==> config.mk <==
export PLATFORM = sky130hd
export DESIGN_NAME = grey_ring_mod
export DESIGN_NICKNAME = d
export VERILOG_FILES = /design/src/rtl/grey_ring_mod.sv
export SDC_FILE = /design/constraint.sdc
export NUM_CORES = 1
export LEC_CHECK = 0
export ABC_AREA = 1
export BUFFER_PORTS_ARGS = -buffer_cell sky130_fd_sc_hd__buf_4
export CAP_MARGIN = 10
export CORE_ASPECT_RATIO = 0.75
export CORE_MARGIN = 4
export CORE_UTILIZATION = 30
export CTS_CLUSTER_DIAMETER = 200
export DETAILED_ROUTE_END_ITERATION = 12
export HOLD_SLACK_MARGIN = 0.1
export SETUP_SLACK_MARGIN = 0.2
export SYNTH_ARGS = -nofsm -noshare
export SYNTH_HDL_FRONTEND = slang
export SYNTH_SLANG_ARGS = --single-unit
==> constraint.sdc <==
create_clock -name i_clk -period 6.2 [get_ports i_clk]
set_input_delay 1.24 -clock i_clk [delete_from_list [all_inputs] [get_ports i_clk]]
set_output_delay 1.24 -clock i_clk [all_outputs]
set_load 0.02 [all_outputs]
==> src/rtl/grey_ring_mod.sv <==
// ---------------------------------------------------------------------------
// grey_ring_mod
//   Parametrised ring-Gray digit counter. Counts modulo M = 2*pWIDTH in a
//   ring code where neighbouring positions (including the wrap) differ in a
//   single bit. Usable as one digit of a counter chain or as a prescaler.
//
//   Code for position k (j = k/2):
//     k even : bits j-1 and j set (indices mod pWIDTH)
//     k odd  : bit j set
//
// Ports
//   i_clk       clock, all state updates on posedge
//   i_rst       synchronous active-high reset
//   i_en        step enable
//   i_dir       1 = up, 0 = down (only looked at while stepping)
//   i_load      synchronous load strobe (beats i_en)
//   i_load_val  binary position to load
//   o_cnt       ring-code count
//   o_bin       binary position, aligned with o_cnt
//   o_wrap      one-cycle pulse after an M-1 -> 0 or 0 -> M-1 step
//   o_clk_div   high while position >= pWIDTH (50% duty when free-running)
//   o_err       one-cycle pulse after illegal-code recovery or bad load
// ---------------------------------------------------------------------------
module grey_ring_mod #(
  parameter  int pWIDTH = 5,
  localparam int pBIN_W = $clog2(2 * pWIDTH)
) (
  input  logic              i_clk,
  input  logic              i_rst,
  input  logic              i_en,
  input  logic              i_dir,
  input  logic              i_load,
  input  logic [pBIN_W-1:0] i_load_val,
  output logic [pWIDTH-1:0] o_cnt,
  output logic [pBIN_W-1:0] o_bin,
  output logic              o_wrap,
  output logic              o_clk_div,
  output logic              o_err
);

  localparam int                M      = 2 * pWIDTH;
  localparam logic [pBIN_W:0]   M_EXT  = (pBIN_W + 1)'(M);
  localparam logic [pBIN_W-1:0] LAST   = pBIN_W'(M - 1);
  localparam logic [pBIN_W-1:0] HALF   = pBIN_W'(pWIDTH);

  // Ring code of a binary position.
  function automatic logic [pWIDTH-1:0] code_of(input logic [pBIN_W-1:0] k);
    logic [pWIDTH-1:0] c;
    int                j;
    j = int'(k) / 2;
    for (int b = 0; b < pWIDTH; b++) begin
      c[b] = (b == j) || (!k[0] && (b == (j + pWIDTH - 1) % pWIDTH));
    end
    return c;
  endfunction

  // The binary position is the sequencing state. At pWIDTH=2 the code is
  // not unique (positions 0 and 2 both read 11), so the code register alone
  // cannot determine the successor; it is only checked for legality.
  logic [pBIN_W-1:0] r_pos;
  logic [pWIDTH-1:0] r_cnt;
  logic              r_wrap;
  logic              r_clk_div;
  logic              r_err;

  logic [pBIN_W-1:0] w_next_pos;
  logic              w_wrap_nxt;
  logic              w_err_nxt;
  logic              w_legal;
  logic              w_load_ok;

  // NOTE: every signal written in always_comb gets a default first so no
  // path through the block leaves it unassigned (which would infer a latch).
  always_comb begin
    w_legal = 1'b0;
    for (int k = 0; k < M; k++) begin
      if (r_cnt == code_of(pBIN_W'(k))) w_legal = 1'b1;
    end

    w_load_ok  = {1'b0, i_load_val} < M_EXT;
    w_next_pos = r_pos;
    w_wrap_nxt = 1'b0;
    w_err_nxt  = 1'b0;

    if (i_load) begin
      if (w_load_ok) begin
        w_next_pos = i_load_val;
      end else begin
        w_next_pos = '0;
        w_err_nxt  = 1'b1;
      end
    end else if (!w_legal) begin
      // Corrupted code: resynchronise to position 0 whatever en/dir say.
      w_next_pos = '0;
      w_err_nxt  = 1'b1;
    end else if (i_en) begin
      if (i_dir) begin
        if (r_pos == LAST) begin
          w_next_pos = '0;
          w_wrap_nxt = 1'b1;
        end else begin
          w_next_pos = r_pos + 1'b1;
        end
      end else begin
        if (r_pos == '0) begin
          w_next_pos = LAST;
          w_wrap_nxt = 1'b1;
        end else begin
          w_next_pos = r_pos - 1'b1;
        end
      end
    end
  end

  // NOTE: sequential state uses non-blocking assignments so every register
  // samples the pre-edge values regardless of statement order.
  always_ff @(posedge i_clk) begin
    if (i_rst) begin
      r_pos     <= '0;
      r_cnt     <= code_of('0);
      r_wrap    <= 1'b0;
      r_clk_div <= 1'b0;
      r_err     <= 1'b0;
    end else begin
      r_pos     <= w_next_pos;
      r_cnt     <= code_of(w_next_pos);
      r_wrap    <= w_wrap_nxt;
      r_clk_div <= (w_next_pos >= HALF);
      r_err     <= w_err_nxt;
    end
  end

  assign o_cnt     = r_cnt;
  assign o_bin     = r_pos;
  assign o_wrap    = r_wrap;
  assign o_clk_div = r_clk_div;
  assign o_err     = r_err;

endmodule

; ---- Word level (Yosys, flattened, before mapping)
; Index checks and enable logic that the tools add are counted.
[op_classes]
addsub = 4
n_mul = 0
div = 1
n_lt_le_gt_ge = 2
eq_ne = 19
n_shift = 0
n_mux = 23
bitwise_logic = 2
reduce_logical = 15
[ops]
columns = op, count
row1 = $eq A3 B32 Y1 const A, 2
row2 = $logic_not A32 Y1, 2
row3 = $eq A2 B32 Y1 const A, 1
row4 = $eq A4 B32 Y1 const A, 1
row5 = $mod A32 B4 Y32 const B, 1
row6 = $mux W4, 7
row7 = $mux W1, 16
row8 = $eq A5 B5 Y1 const B, 3
row9 = $eq A5 B2 Y1 const B, 2
row10 = $eq A5 B3 Y1 const B, 2
row11 = $eq A5 B4 Y1 const B, 2
row12 = $eq A3 B3 Y1 const A, 3
row13 = $eq A5 B1 Y1 const B, 1
row14 = $logic_and A1 B1 Y1, 5
row15 = $logic_or A1 B1 Y1, 5
row16 = $sub A4 B1 Y5 const B, 1
row17 = $add A3 B3 Y4 const B, 1
row18 = $add A4 B1 Y4 const B, 1
row19 = $eq A4 B4 Y1 const B, 1
row20 = $ge A4 B3 Y1 const B, 1
row21 = $logic_not A4 Y1, 1
row22 = $lt A4 B4 Y1 const B, 1
row23 = $reduce_or A4 Y1, 1
row24 = $sub A4 B1 Y4 const B, 1
row25 = other kinds (3), 4
[totals]
regBits = 12
latch_bits = 0
ramBits = 0
rom_bits = 0
n_memories = 0

; ---- Logic depth before layout (Yosys ltp)
; Gate-level depths: netlist of run 1.
[logic_depth]
word_depth = 19
depth_mapped = 26
ltp_nobuf = 26

; ---- Least setup slack after synthesis of run 1
; No wires, ideal clock.
[synth_timing]
kind = input to register
startpoint = input port i_load
endpoint = register r_cnt[2], in the netlist o_cnt[2]
arrival_ps = 3449
required_ps = 6133
slack_ps = 2684
cell_stages = 21
path_buffers = 0
path_cell_list = inv_1 -> nand4_1 -> nor2_1 -> nand2_2 -> nand2_4 -> ha_1 -> inv_1 -> nand2_2 -> nand2_1 -> nand2_1 -> ha_1 -> inv_1 -> ha_1 -> nor2_1 -> a21boi_2 -> nand2_1 -> nand2_2 -> nand2_2 -> nor2_2 -> nand2_1 -> a21oi_2
[synth_via]
elab_chain_cells = 7
elab_cells_between_ends = 9
[synth_rtl]
columns = element, line
row1 = from (decl), 32  ; input logic i_load,
row2 = $mux W4 *, 85  ; if (i_load) begin
row3 = named net w_next_pos[3], 66  ; logic [pBIN_W-1:0] w_next_pos;
row4 = $add A3 B3 Y4, 52  ; c[b] = (b == j) || (!k[0] && (b == (j + pWIDTH - 1) % pWIDTH));
row5 = $sub A4 B1 Y5, 52
row6 = $mod A32 B4 Y32, 52
row7 = $eq A3 B32 Y1, 52
row8 = $logic_and A1 B1 Y1, 52
row9 = $logic_or A1 B1 Y1 *, 52
row10 = to (signal assigned), 120  ; r_cnt <= code_of('0);
row11 = to (signal assigned), 126  ; r_cnt <= code_of(w_next_pos);
row12 = to (decl), 61  ; logic [pWIDTH-1:0] r_cnt;
; The timed path passes the listed nets; every way through them passes the cells marked *.
; A chain may end at the register's enable or synchronous reset.

; ---- Worst setup path after layout of run 1
; Ends and elaborated chain as after synthesis.

==> metrics.md, run 1 <==
| Metric | Value |
|---|---|
| Detailed-router iteration count before antenna repair | 4 |
| Sequential Power Share | 27.5% |
| I/O pin total | 21 |
| Total gr overflow | 0 |
| Die ar. | 0.00497 mm² |
| Synthesized area | 0.00117 mm² |
| Nets | 218 |
| CTS tree | done |
| Sw Share | 41.1% |
| Clk sinks | 12 |
| Status | complete, no violations |
| Total Neg Setup Slack | 0 ns |
| Critical path's top delay family | simple AND/OR/NAND/NOR gates |
| Crit path buf inv count | 4 |
| CP Data Required Time | 6.37 ns |
| Area Growth Syn to Fin | 20.8% |
| Post-synthesis mux area share | 0% |
| Switching pwr | 143 µW |
| Least-Margin Pin Slew | 0.411 ns |
| Top cells by area, synth | dfxtp_1 (21%), ha_1 (14%), nand2_1 (13%), nand3_1 (7.7%), inv_1 (7.1%) |
| DR vias/cell | 4.53 |
| Post_cts resized | 0 |
| Leakage | 0.000703 µW |
| Commonest cells post-synth | nand2_1 (39), inv_1 (22), nand3_1 (18) |
| Worst Setup End Kind | flop |
| Maximum VDD drop | 68.2 µV |
| Final min period | 3.72 ns |
| Simple-Gate Fraction of Synth Area | 43.7% |
| Effective utilization at floorplan | 31.5% |
| Clock slew seen by the registers of the worst setup and hold paths | 0.05 ns |
| Total detailed-routing wirelength | 2640 µm |
| Int Pwr | 206 µW |
| IO buf count | 20 |
| DRT iter0 DRCs | 61 |
| WL/cell | 10.7 µm |
| HPWL Detailed | 2190 µm |
| Gp weighted congestion | 0.780 |
| Top-count cell post-synth | nand2_1 |
| Logic gate share of total power | 49.3% |
| Number of H-tree levels | 1 |
| Num rows | 19 |
| PD cells | 247 mW/mm² |
| Syn_area_per_cell | 6.68 µm² |
| Post-route ant nets | 0 |
| Endpoints failing setup | 0 |
| Postcts setup bufs | 0 |
| Worst Path Max Fanout | 9 |
| Total Power | 349 µW |
| Worst Setup Start Kind | input port |
| Synth Area in Compound Gates | 9.74% |
| Largest net degree at the start of global routing | 12 |
| Hold buffers post-CTS | 0 |
| Post-Synthesis Cells | 175 |
| Setup WS pre-CTS | 2.23 ns |
| CP Cell Sequence | buf_4 -> inv_1 -> nand4_1 -> nor2_1 -> nand2_2 -> nand2_4 -> ha_1 -> inv_1 -> nand2_2 -> nand2_1 -> nand2_1 -> ha_1 -> inv_1 -> ha_1 -> nor2_1 -> a21boi_2 -> nand2_1 -> nand2_2 -> nand2_2 -> nor2_2 -> nand2_1 -> a21oi_2 |
| Post-Synth XOR/XNOR Area | 1.39% |
| Ys flop type | dfxtp_1 |
| Critical Path Max Stage Delay | 0.22 ns |
| Die Y | 62.1 µm |
| Critical path class | input port to flop |
| Crit path DAT | 3.89 ns |
| Fraction of registers with async set/reset | 0% |
| Final hold violation count | 0 |
| First-pass GRT wire length | 4370 µm |
| Number of CTS-inserted buffers | 3 |
| Die X | 80.1 µm |
| Core area | 0.00371 mm² |
| CP max stage cell | nor2_1 |
| Clk buf depth | 2 |
| Overall routing resource usage | 11.1% |
| Pins Over Slew Limit | 0 |
| Hold WC Path Type | flop to flop |
| Max Fclk | 269 MHz |
| Yosys warns | 0 |
| Layout cells sized above 1 | 26.2% |
| Final period utilization | 60.1% |
| Clock network fraction of total power | 23.2% |
| Initial antenna violation count | 0 |
| Clock root buffer | clkbuf_8 |
| Largest area contributor in the netlist | dfxtp_1 |
| Clk_lat worst skew | 0.23 ns |
| Number of flops mapped to enable cells by yosys | 0 |
| Synth Area in Adders | 13.9% |
| Via count | 1119 |
| Worst relative slew slack | 72.6% |
| Largest family of logic cells by synthesized area | simple AND/OR/NAND/NOR gates |
| Synth unique cells | 31 |
| Maxcap violations | 0 |
| DRC Markers | 0 |
| Share of the synthesized area in the top cell type | 20.6% |
| Seq cells post-synth | 12 |
| Post-Route Skew | 0.00214 ns |
| Setup WS post-layout | 2.48 ns |
| N_diodes | 0 |
| Via count of the first global-routing pass | 960 |
| RSZ-0062 raised after global routing | false |
| Sequential cell area fraction in the yosys report | 20.6% |
| Net count after synthesis | 197 |
## worst reg2reg max path, delay by kind of cell (launching register included)
family | cells | cell delay, ns
flip-flops | 1 | 0.45
buffers and inverters | 3 | 0.28
AO/OA/AOI/OAI | 2 | 0.32
adder cells (fa/ha/maj) | 3 | 0.65
AND/OR/NAND/NOR | 18 | 1.59
## power groups by stage
stage / logic [µW] / registers, µW / clock network [µW]
3_3_place_gp: 171 / 97.6 / 0
2_1_floorplan: 122 / 105 / 0
6_report: 172 / 95.9 / 80.9
5_1_grt: 195 / 98.1 / 87.8
4_1_cts: 173 / 96.2 / 83.4
3_5_place_dp: 172 / 97.8 / 0
## final timing paths
| kind | startpoint | endpoint | slack, ns | depth (start not counted) |
|---|---|---|---|---|
| max | i_load | o_cnt[2]$_SDFF_PP0_ | 2.48 | 22 |
| max reg2reg | o_bin[0]$_SDFF_PP0_ | o_cnt[2]$_SDFF_PP0_ | 2.82 | 26 |
| min reg2reg | o_cnt[3]$_SDFF_PP0_ | o_wrap$_SDFF_PP0_ | 0.70 | 3 |
| min | o_cnt[3]$_SDFF_PP0_ | o_wrap$_SDFF_PP0_ | 0.70 | 3 |
## registers in the layout, summed over array words and instances (netlist names)
signal	flops
o_cnt	5
o_bin	4
o_clk_div	1
o_err	1
o_wrap	1
## layout make-up
| class | instances | area [µm²] |
|---|---|---|
| Clock buffer | 4 | 55.1 |
| Fill cell | 417 | 2300 |
| Inverter | 26 | 97.6 |
| Multi-Input combinational cell | 133 | 803 |
| Sequential cell | 12 | 240 |
| Tap cell | 52 | 65.1 |
| Timing Repair Buffer | 20 | 150 |
## cell families (layout without fill, tap and decap cells)
family / Yosys count / in the layout
AND/OR/NAND/NOR: 101 / 101
buffers and inverters: 30 / 50
AO/OA/AOI/OAI: 18 / 18
adder cells (fa/ha/maj): 13 / 13
flip-flops: 12 / 12
XOR/XNOR: 1 / 1
## routing by layer
metal / wire length (µm) / global-route usage (%)
met1: 1520 / 17.6
met2: 1020 / 15.3
met3: 79 / 1.01
met4: 21 / 3.61
met5: 0 / 0
## per-stage QoR
stage / hold WS [ns] / instance area (µm²) / utilization, % / std cells
2_1_floorplan: 0.718 / 1170 / - / 175
3_3_place_gp: 0.691 / 1360 / 36.6 / 243
3_5_place_dp: 0.684 / 1360 / 36.6 / 243
4_1_cts: 0.695 / 1410 / 38.1 / 247
5_1_grt: 0.763 / 1410 / 38.1 / 247
6_report: 0.697 / 1410 / 38.1 / 247
## cells in the final DEF, fill, tap and decap left out, types with 2 or more instances in the layout
cell	instances
buf_4	20
a21oi_1	3
nand3_2	4
o21ai_1	4
inv_2	3
dfxtp_1	12
o21ai_0	3
a21oi_2	2
nand2_1	39
nand2_4	2
ha_1	13
clkbuf_8	4
nor2_1	15
inv_1	22
nand2_2	12
nand4_1	7
nand3_1	18
(Power assumes the default switching activity.)
==> inputs of run 2 (changes only) <==
--- a/config.mk
+++ b/config.mk
@@ -5,7 +5,7 @@
 export SDC_FILE = /design/constraint.sdc
 export NUM_CORES = 1
 export LEC_CHECK = 0
-export ABC_AREA = 1
+export ABC_AREA = 0
 export BUFFER_PORTS_ARGS = -buffer_cell sky130_fd_sc_hd__buf_4
 export CAP_MARGIN = 10
 export CORE_ASPECT_RATIO = 0.75
==> constraint.sdc (replaced) <==
create_clock -name i_clk -period 3.69 [get_ports i_clk]
set_input_delay 0.738 -clock i_clk [delete_from_list [all_inputs] [get_ports i_clk]]
set_output_delay 0.738 -clock i_clk [all_outputs]
set_load 0.02 [all_outputs]
==> metrics.md, run 2 <==
| Metric | Value |
|---|---|
| CP most frequent cell | buf_6 |
| Synth unique cells | 49 (+58%) |
| Initial antenna violation count | 0 (unchanged) |
| Gp weighted congestion | 0.833 (+6.8%) |
| Ys flop type | dfxtp_1 |
| Num rows | 18 (-1) |
| Total Neg Setup Slack | 0 ns (unchanged) |
| Commonest cells after routing, fill and taps aside | buf_4 (45), nor2_1 (12), nand2_1 (10) |
| Worst Path Max Fanout | 4 (-5) |
| Fin Hold WS | 0.710 ns (+0.0131 ns) |
| Crit path buf inv count | 4 (unchanged) |
| Worst setup endpoint | o_cnt[2]$_SDFF_PP0_ |
| Core area | 0.00340 mm² (-8.3%) |
| Int Pwr | 464 µW (+130%) |
| Via count | 1162 (+3.8%) |
| Final period utilization | 97.3% |
| Worst Setup End Kind | flop |
| CP max stage cell | or3_4 |
| Critical Path Max Stage Delay | 0.40 ns (+0.18 ns) |
| Number of CTS-inserted buffers | 3 (unchanged) |
| Net count after synthesis | 160 (-19%) |
| Die ar. | 0.00471 mm² (-5.1%) |
| N_diodes | 0 (unchanged) |
| IO buf count | 20 (unchanged) |
| Pins Over Slew Limit | 0 (unchanged) |
| Crit path from | i_dir |
| Area of the multi-input gates | 980 µm² (+22%) |
| Fin cells | 237 (-4.0%) |
| Maxcap violations | 0 (unchanged) |
| RSZ-0062 raised after global routing | true |
| Top-count cell post-synth | ha_1 |
| Least-Margin Pin Slew | 0.606 ns (+0.195 ns) |
| Number of cells on the critical path | 16 (-27%) |
| DR vias/cell | 4.90 (+8.2%) |
| CP Data Required Time | 3.86 ns (-2.51 ns) |
| DRT iter0 DRCs | 49 (-20%) |
| Endpoints failing setup | 0 (unchanged) |
| CP Cell Sequence | buf_8 -> buf_6 -> or3_1 -> o211ai_1 -> o21ai_1 -> o31ai_2 -> o21a_1 -> ha_2 -> inv_2 -> ha_4 -> or3_4 -> buf_6 -> o22a_1 -> nor3_2 -> a31oi_4 -> o22ai_2 |
| Sw Share | 39.3% (-1.8 points) |
| Final hold violation count | 0 (unchanged) |
| Commonest cells post-synth | ha_1 (13), dfxtp_1 (12), inv_1 (12), nand2_1 (12), nor2_1 (12) |
| Logic gate share of total power | 60.2% (+11 points) |
| Sequential cell area fraction in the yosys report | 21.8% (+1.3 points) |
| Syn_area_per_cell | 7.98 µm² (+19%) |
| Max Fclk | 278 MHz |
| R2R Path Start | o_bin[1]$_SDFF_PP0_ |
| Critical path class | input port to flop |
| Area Growth Syn to Fin | 62.5% |
| First-pass GRT wire length | 5330 µm (+22%) |
| Layout cells sized above 1 | 49.7% (+24 points) |
| Number of H-tree levels | 1 (unchanged) |
| FF-to-FF path depth | 18 (-31%) |
| Top cells by area, synth | dfxtp_1 (22%), ha_1 (15%), inv_1 (4.1%), nand2_1 (4.1%), nor2_1 (4.1%) |
| Number of flops mapped to enable cells by yosys | 0 (unchanged) |
| Leakage | 0.000763 µW (+8.5%) |
| WL/cell | 13.1 µm (+23%) |
| Clock slew seen by the registers of the worst setup and hold paths | 0.05 ns (about the same) |
| Crit path DAT | 3.76 ns (-0.13 ns) |
| Placed Cells | 228 (-6.2%) |
| Worst Setup Start Kind | input port |
| Clk sinks | 12 (unchanged) |
| Hold WC Path Type | flop to flop |
| Via count of the first global-routing pass | 1138 (+19%) |
| CTS tree | done |
| HPWL Detailed | 2400 µm (+9.2%) |
| Die Y | 60.5 µm (-2.6%) |
| Largest area contributor in the netlist | dfxtp_1 |
| Total detailed-routing wirelength | 3120 µm (+18%) |
| Detailed-router iteration count before antenna repair | 4 (unchanged) |
| Critical path's top delay family | compound AO/OA/AOI/OAI gates |
| Worst relative slew slack | 59.3% (-13 points) |
| Seq cells post-synth | 12 (unchanged) |
| Max reg flops | 5 (unchanged) |
| Status | complete, no violations |
| Reg area | 249 µm² (+3.6%) |
| I/O pin total | 21 (unchanged) |
| Filler cell count | 311 (-25%) |
| Final min period | 3.59 ns |
| Final Util | 52.6% (+15 points) |
| Reg2reg end | o_cnt[2]$_SDFF_PP0_ |
| Clock root buffer | clkbuf_8 |
| Effective utilization at floorplan | 32.4% (+0.87 points) |
| Switching pwr | 300 µW (+110%) |
| Sequential Power Share | 21.0% (-6.5 points) |
| Synthesized area | 0.00110 mm² (-5.8%) |
| Fraction of registers with async set/reset | 0% (unchanged) |
| Post-Route Skew | 0.00168 ns (-0.000464 ns) |
| Total gr overflow | 0 (unchanged) |
| Die X | 78.0 µm (-2.6%) |
| Clk buf depth | 2 (unchanged) |
| Most common cell after layout, fill and taps aside | buf_4 |
| Hold buffers post-CTS | 0 (unchanged) |
| Reg2reg setup slack | 0.12 ns (-2.70 ns) |
| Nets | 210 (-3.7%) |
| PD cells | 427 mW/mm² (+73%) |
| Overall routing resource usage | 14.1% (+3.1 points) |
| Clock network fraction of total power | 18.8% (-4.4 points) |
| Share of the synthesized area in the top cell type | 21.8% (+1.3 points) |
| Maximum VDD drop | 152 µV (+120%) |
| Post-Synthesis Cells | 138 (-21%) |
| Post-route ant nets | 0 (unchanged) |
| Yosys warns | 0 (unchanged) |
| Clk_lat worst skew | 0.24 ns (about the same) |
| Largest net degree at the start of global routing | 13 (+1) |
| DRC Markers | 0 (unchanged) |
==> run 2: cell types whose count changed after synthesis, moves of 4 or more <==
cell,change
inv_1,-10
nand2_1,-27
nand2_2,-12
nand3_1,-14
nand3_2,-4
nand4_1,-7
nor2b_1,+5
o21ai_0,+4
==> run 2: stage by stage <==
step | setup WS [ns] | cell area [µm²] | power, µW
2_1_floorplan | -0.0317 | 1170 | 391
3_3_place_gp | -0.264 | 1530 | 522
3_5_place_dp | -0.331 | 1530 | 528
4_1_cts | 0.115 | 1730 | 738
5_1_grt | -0.0706 | 1790 | 819
6_report | 0.0981 | 1790 | 764
==> run 2: how the worst min path moves through the flow <==
| stage | from | endpoint | depth (start not counted) |
|---|---|---|---|
| detailed placement | o_cnt[2]$_SDFF_PP0_ | o_err$_SDFF_PP0_ | 3 |
| finish | o_cnt[2]$_SDFF_PP0_ | o_err$_SDFF_PP0_ | 3 |
| CTS | o_cnt[2]$_SDFF_PP0_ | o_err$_SDFF_PP0_ | 3 |
| floorplan | o_bin[0]$_SDFF_PP0_ | o_bin[0]$_SDFF_PP0_ | 3 |
| global placement | o_cnt[0]$_SDFF_PP1_ | o_err$_SDFF_PP0_ | 3 |
| global route | i_load | o_err$_SDFF_PP0_ | 2 |
==> run 2: worst reg2reg max path, delay by kind of cell, from the launching register on <==
family          cells  cell delay [ns]
compound gates      6             1.13
simple gates        4             0.92
buf+inv             5             0.58
fa+ha+maj           3             0.51
flops               1             0.36
==> run 2: power by group through the flow <==
stage / Clock (µW) / Combinational [µW] / Sequential [µW]
3_3_place_gp: 0 / 360 / 162
5_1_grt: 154 / 502 / 163
4_1_cts: 147 / 430 / 160
3_5_place_dp: 0 / 366 / 163
2_1_floorplan: 0 / 211 / 181
6_report: 144 / 460 / 161
==> run 2: per-layer routing <==
metal  routed length, µm  share of wire [%]  track usage [%]  vias to the layer above
met3                 165                5.3             3.41                        4
met4                  36                1.2             2.99                        0
met5                   0                  0                0                        -
li1                    -                  -                -                      598
met2                1400                 45             24.8                       26
met1                1510                 49             18.1                      534
==> run 2: area by class of cell <==
type | count | area share, %
flip-flops and latches | 12 | 13.9
repair buffers | 49 | 21.6
well taps | 50 | 3.50
clock buffers | 4 | 3.08
inverters | 13 | 3.15
multi-input cells | 109 | 54.8
==> run 2: cell families (layout without fill, tap and decap cells) <==
group	after synthesis	after routing	synth area share, %
XOR/XNOR	1	1	0.796
AO/OA/AOI/OAI	43	43	30.1
buffers and inverters	17	66	6.93
multiplexers	1	1	0.909
flip-flops	12	12	21.8
AND/OR/NAND/NOR	51	51	24.7
adder cells (fa/ha/maj)	13	13	14.8
==> run 2: what timing repair did <==
item                       4_1_cts  5_1_grt
setup buffers                    4        1
setup endpoints to repair        5        5
resized for setup               23       10
pin swaps                       16        9
==> inputs of run 3 (changes only) <==
==> constraint.sdc (replaced) <==
create_clock -name i_clk -period 3.2 [get_ports i_clk]
set_input_delay 0.64 -clock i_clk [delete_from_list [all_inputs] [get_ports i_clk]]
set_output_delay 0.64 -clock i_clk [all_outputs]
set_load 0.02 [all_outputs]
==> metrics.md, run 3 (synthesis gave the netlist of run 2 again) <==
| Metric | Value |
|---|---|
| Status | finished, violations left |
| Failing checks | negative setup slack |
| IO buf count | 20 (unchanged) |
| First-pass GRT wire length | 5600 µm (+4.9%) |
| Sequential Power Share | 19.7% (-1.3 points) |
| Maxcap violations | 0 (unchanged) |
| Effective utilization at floorplan | 32.4% (unchanged) |
| Reg2reg setup slack | -0.44 ns (-0.56 ns) |
| Core area | 0.00340 mm² (unchanged) |
| Layout cells sized above 1 | 56.4% (+6.7 points) |
| Maximum VDD drop | 208 µV (+37%) |
| Int Pwr | 581 µW (+25%) |
| DRT iter0 DRCs | 43 (-12%) |
| Met3 usage | 3.71% (+0.30 points) |
| Max Fclk | 274 MHz |
| Final period utilization | 114% |
| Logic gate share of total power | 62.8% (+2.6 points) |
| Filler cell count | 284 (-8.7%) |
| Die Y | 60.5 µm (unchanged) |
| Reg2reg end | o_cnt[0]$_SDFF_PP1_ |
| Critical Path Max Stage Delay | 0.37 ns (-0.03 ns) |
| Clk buf depth | 2 (unchanged) |
| Num rows | 18 (unchanged) |
| Clock network fraction of total power | 17.5% (-1.3 points) |
| N_diodes | 0 (unchanged) |
| Total detailed-routing wirelength | 3620 µm (+16%) |
| Initial antenna violation count | 0 (unchanged) |
| Nets | 225 (+7.1%) |
| Switching pwr | 373 µW (+24%) |
| Fin Hold WS | 0.628 ns (-0.0821 ns) |
| Fin cells | 252 (+6.3%) |
| Detailed-router iteration count before antenna repair | 4 (unchanged) |
| Least-Margin Pin Slew | 0.556 ns (-0.0498 ns) |
| Min-Delay Endpoint | o_err$_SDFF_PP0_ |
| I/O pin total | 21 (unchanged) |
| Final min period | 3.64 ns |
| Hold buffers post-CTS | 0 (unchanged) |
| FF-to-FF path depth | 17 (-1) |
| DRC Markers | 0 (unchanged) |
| Die X | 78.0 µm (unchanged) |
| CP max stage cell | dfxtp_4 |
| Busiest grt layer | met2 |
| Max reg flops | 5 (unchanged) |
| Pins Over Slew Limit | 0 (unchanged) |
| R2R Path Start | o_bin[1]$_SDFF_PP0_ |
| Post-route ant nets | 0 (unchanged) |
| Worst Setup Start Kind | flop |
| Sw Share | 39.1% (-0.16 points) |
| Area Growth Syn to Fin | 76.8% |
| PD cells | 490 mW/mm² (+15%) |
| CP Data Required Time | 3.36 ns (-0.50 ns) |
| WL/cell | 14.4 µm (+9.3%) |
| Placed Cells | 236 (+3.5%) |
| HPWL Detailed | 2460 µm (+2.5%) |
| Gp weighted congestion | 0.913 (+9.6%) |
| Number of H-tree levels | 1 (unchanged) |
| Clk_lat worst skew | 0.24 ns (about the same) |
| Commonest cells after routing, fill and taps aside | buf_4 (57), nand2_1 (10), nor2_1 (9) |
| Total gr overflow | 0 (unchanged) |
| Clock slew seen by the registers of the worst setup and hold paths | 0.05 ns (about the same) |
| Via count of the first global-routing pass | 1203 (+5.7%) |
| Setup WS post-layout | -0.444 ns (-0.542 ns) |
| Clk sinks | 12 (unchanged) |
| CP most frequent cell | ha_4 |
| Worst relative slew slack | 62.6% (+3.3 points) |
| Leakage | 0.000833 µW (+9.2%) |
| CTS tree | done |
| Min-delay src | i_load |
| Overall routing resource usage | 15.0% (+0.84 points) |
| Hold Crit Depth | 2 (-1) |
| Largest net degree at the start of global routing | 13 (unchanged) |
| Endpoints failing setup | 5 (+5) |
| Post-Route Skew | 0.00519 ns (+0.00351 ns) |
| Crit path DAT | 3.80 ns (+0.04 ns) |
| Die ar. | 0.00471 mm² (unchanged) |
| CP Cell Sequence | inv_4 -> ha_4 -> nand2b_1 -> a311o_1 -> o221ai_2 -> o21a_1 -> clkinv_4 -> ha_4 -> or2_4 -> o21a_4 -> o21ai_4 -> ha_4 -> a2111oi_4 -> o21ai_1 -> nor2b_2 -> or3_4 -> o31ai_2 |
| Via count | 1273 (+9.6%) |
| Worst Setup End Kind | flop |
| Worst Path Max Fanout | 6 (+2) |
| Critical path class | flop to flop |
| Met2 Track Usage GR | 24.5% (-0.24 points) |
| Clock root buffer | clkbuf_8 |
| Final hold violation count | 0 (unchanged) |
| Most common cell after layout, fill and taps aside | buf_4 |
| Number of CTS-inserted buffers | 3 (unchanged) |
| DR vias/cell | 5.05 (+3.0%) |
| Hold WC Path Type | input port to flop |
| Met1 usage | 19.2% (+1.1 points) |
| RSZ-0062 raised after global routing | true |
[run 3: cell types whose count changed in the layout (fill, tap and decap cells not counted), moves of 2 or more]
cell	change
nor2_1	-3
buf_4	+12
ha_4	+2
nor2_4	+2
buf_6	+4
nand2_2	+2
[run 3: power groups by stage]
stage / combinational (µW) / sequential [µW] / clock, µW
2_1_floorplan: 245 / 209 / 0
3_3_place_gp: 429 / 189 / 0
3_5_place_dp: 436 / 189 / 0
4_1_cts: 500 / 187 / 170
5_1_grt: 648 / 192 / 180
6_report: 599 / 188 / 167
[run 3: worst max-delay path, delay by kind of cell (launching register included)]
family,cells,cell delay (ns)
flops,1,0.37
fa+ha+maj,3,0.54
compound gates,8,1.65
buf+inv,2,0.16
simple gates,4,0.83
[run 3: area by class of cell]
cell class                 instances  area, µm²  area share [%]
clock buffer                       4       55.1            2.83
inverter                          13       58.8            3.02
multi-input combinational        109       1010            51.9
sequential                        12        253            13.0
tap                               50       62.6            3.21
timing repair buffer              64        507            26.0
[run 3: worst max-delay path by stage]
stage / from / endpoint / slack (ns) / cells after the start
after floorplan: o_bin[3]$_SDFF_PP0_ / o_cnt[4]$_SDFF_PP1_ / -0.46 / 19
after global placement: i_en / o_cnt[4]$_SDFF_PP1_ / -0.60 / 18
after detailed placement: i_en / o_cnt[4]$_SDFF_PP1_ / -0.74 / 18
after CTS: o_bin[1]$_SDFF_PP0_ / o_cnt[4]$_SDFF_PP1_ / -0.38 / 19
after global routing: o_bin[0]$_SDFF_PP0_ / o_cnt[0]$_SDFF_PP1_ / -0.65 / 19
final: o_bin[1]$_SDFF_PP0_ / o_cnt[0]$_SDFF_PP1_ / -0.44 / 17
[run 3: layer usage]
| metal | vias up | share of wire [%] |
|---|---|---|
| li1 | 632 | - |
| met3 | 10 | 5.5 |
| met2 | 44 | 47 |
| met1 | 587 | 45 |
| met4 | 0 | 2.5 |
| met5 | - | 0 |
[run 3: repair_timing]
| action | 4_1_cts | 5_1_grt |
|---|---|---|
| setup endpoints to repair | 5 | 5 |
| pin swaps | 14 | 11 |
| gates resized for setup | 18 | 25 |
| buffers inserted | 2 | 10 |
[run 3: metrics by stage]
step | total power [µW] | TNS (ns) | instance area (µm²) | worst slack [ns] | util [%]
final | 954 | -1.69 | 1950 | -0.444 | 57.2
after global routing | 1020 | -2.56 | 1950 | -0.650 | 57.2
after CTS | 856 | -1.69 | 1760 | -0.381 | 51.7
after detailed placement | 625 | -3.12 | 1600 | -0.744 | 46.9
after global placement | 618 | -2.68 | 1600 | -0.596 | 46.9
after floorplan | 454 | -1.48 | 1180 | -0.461 | -
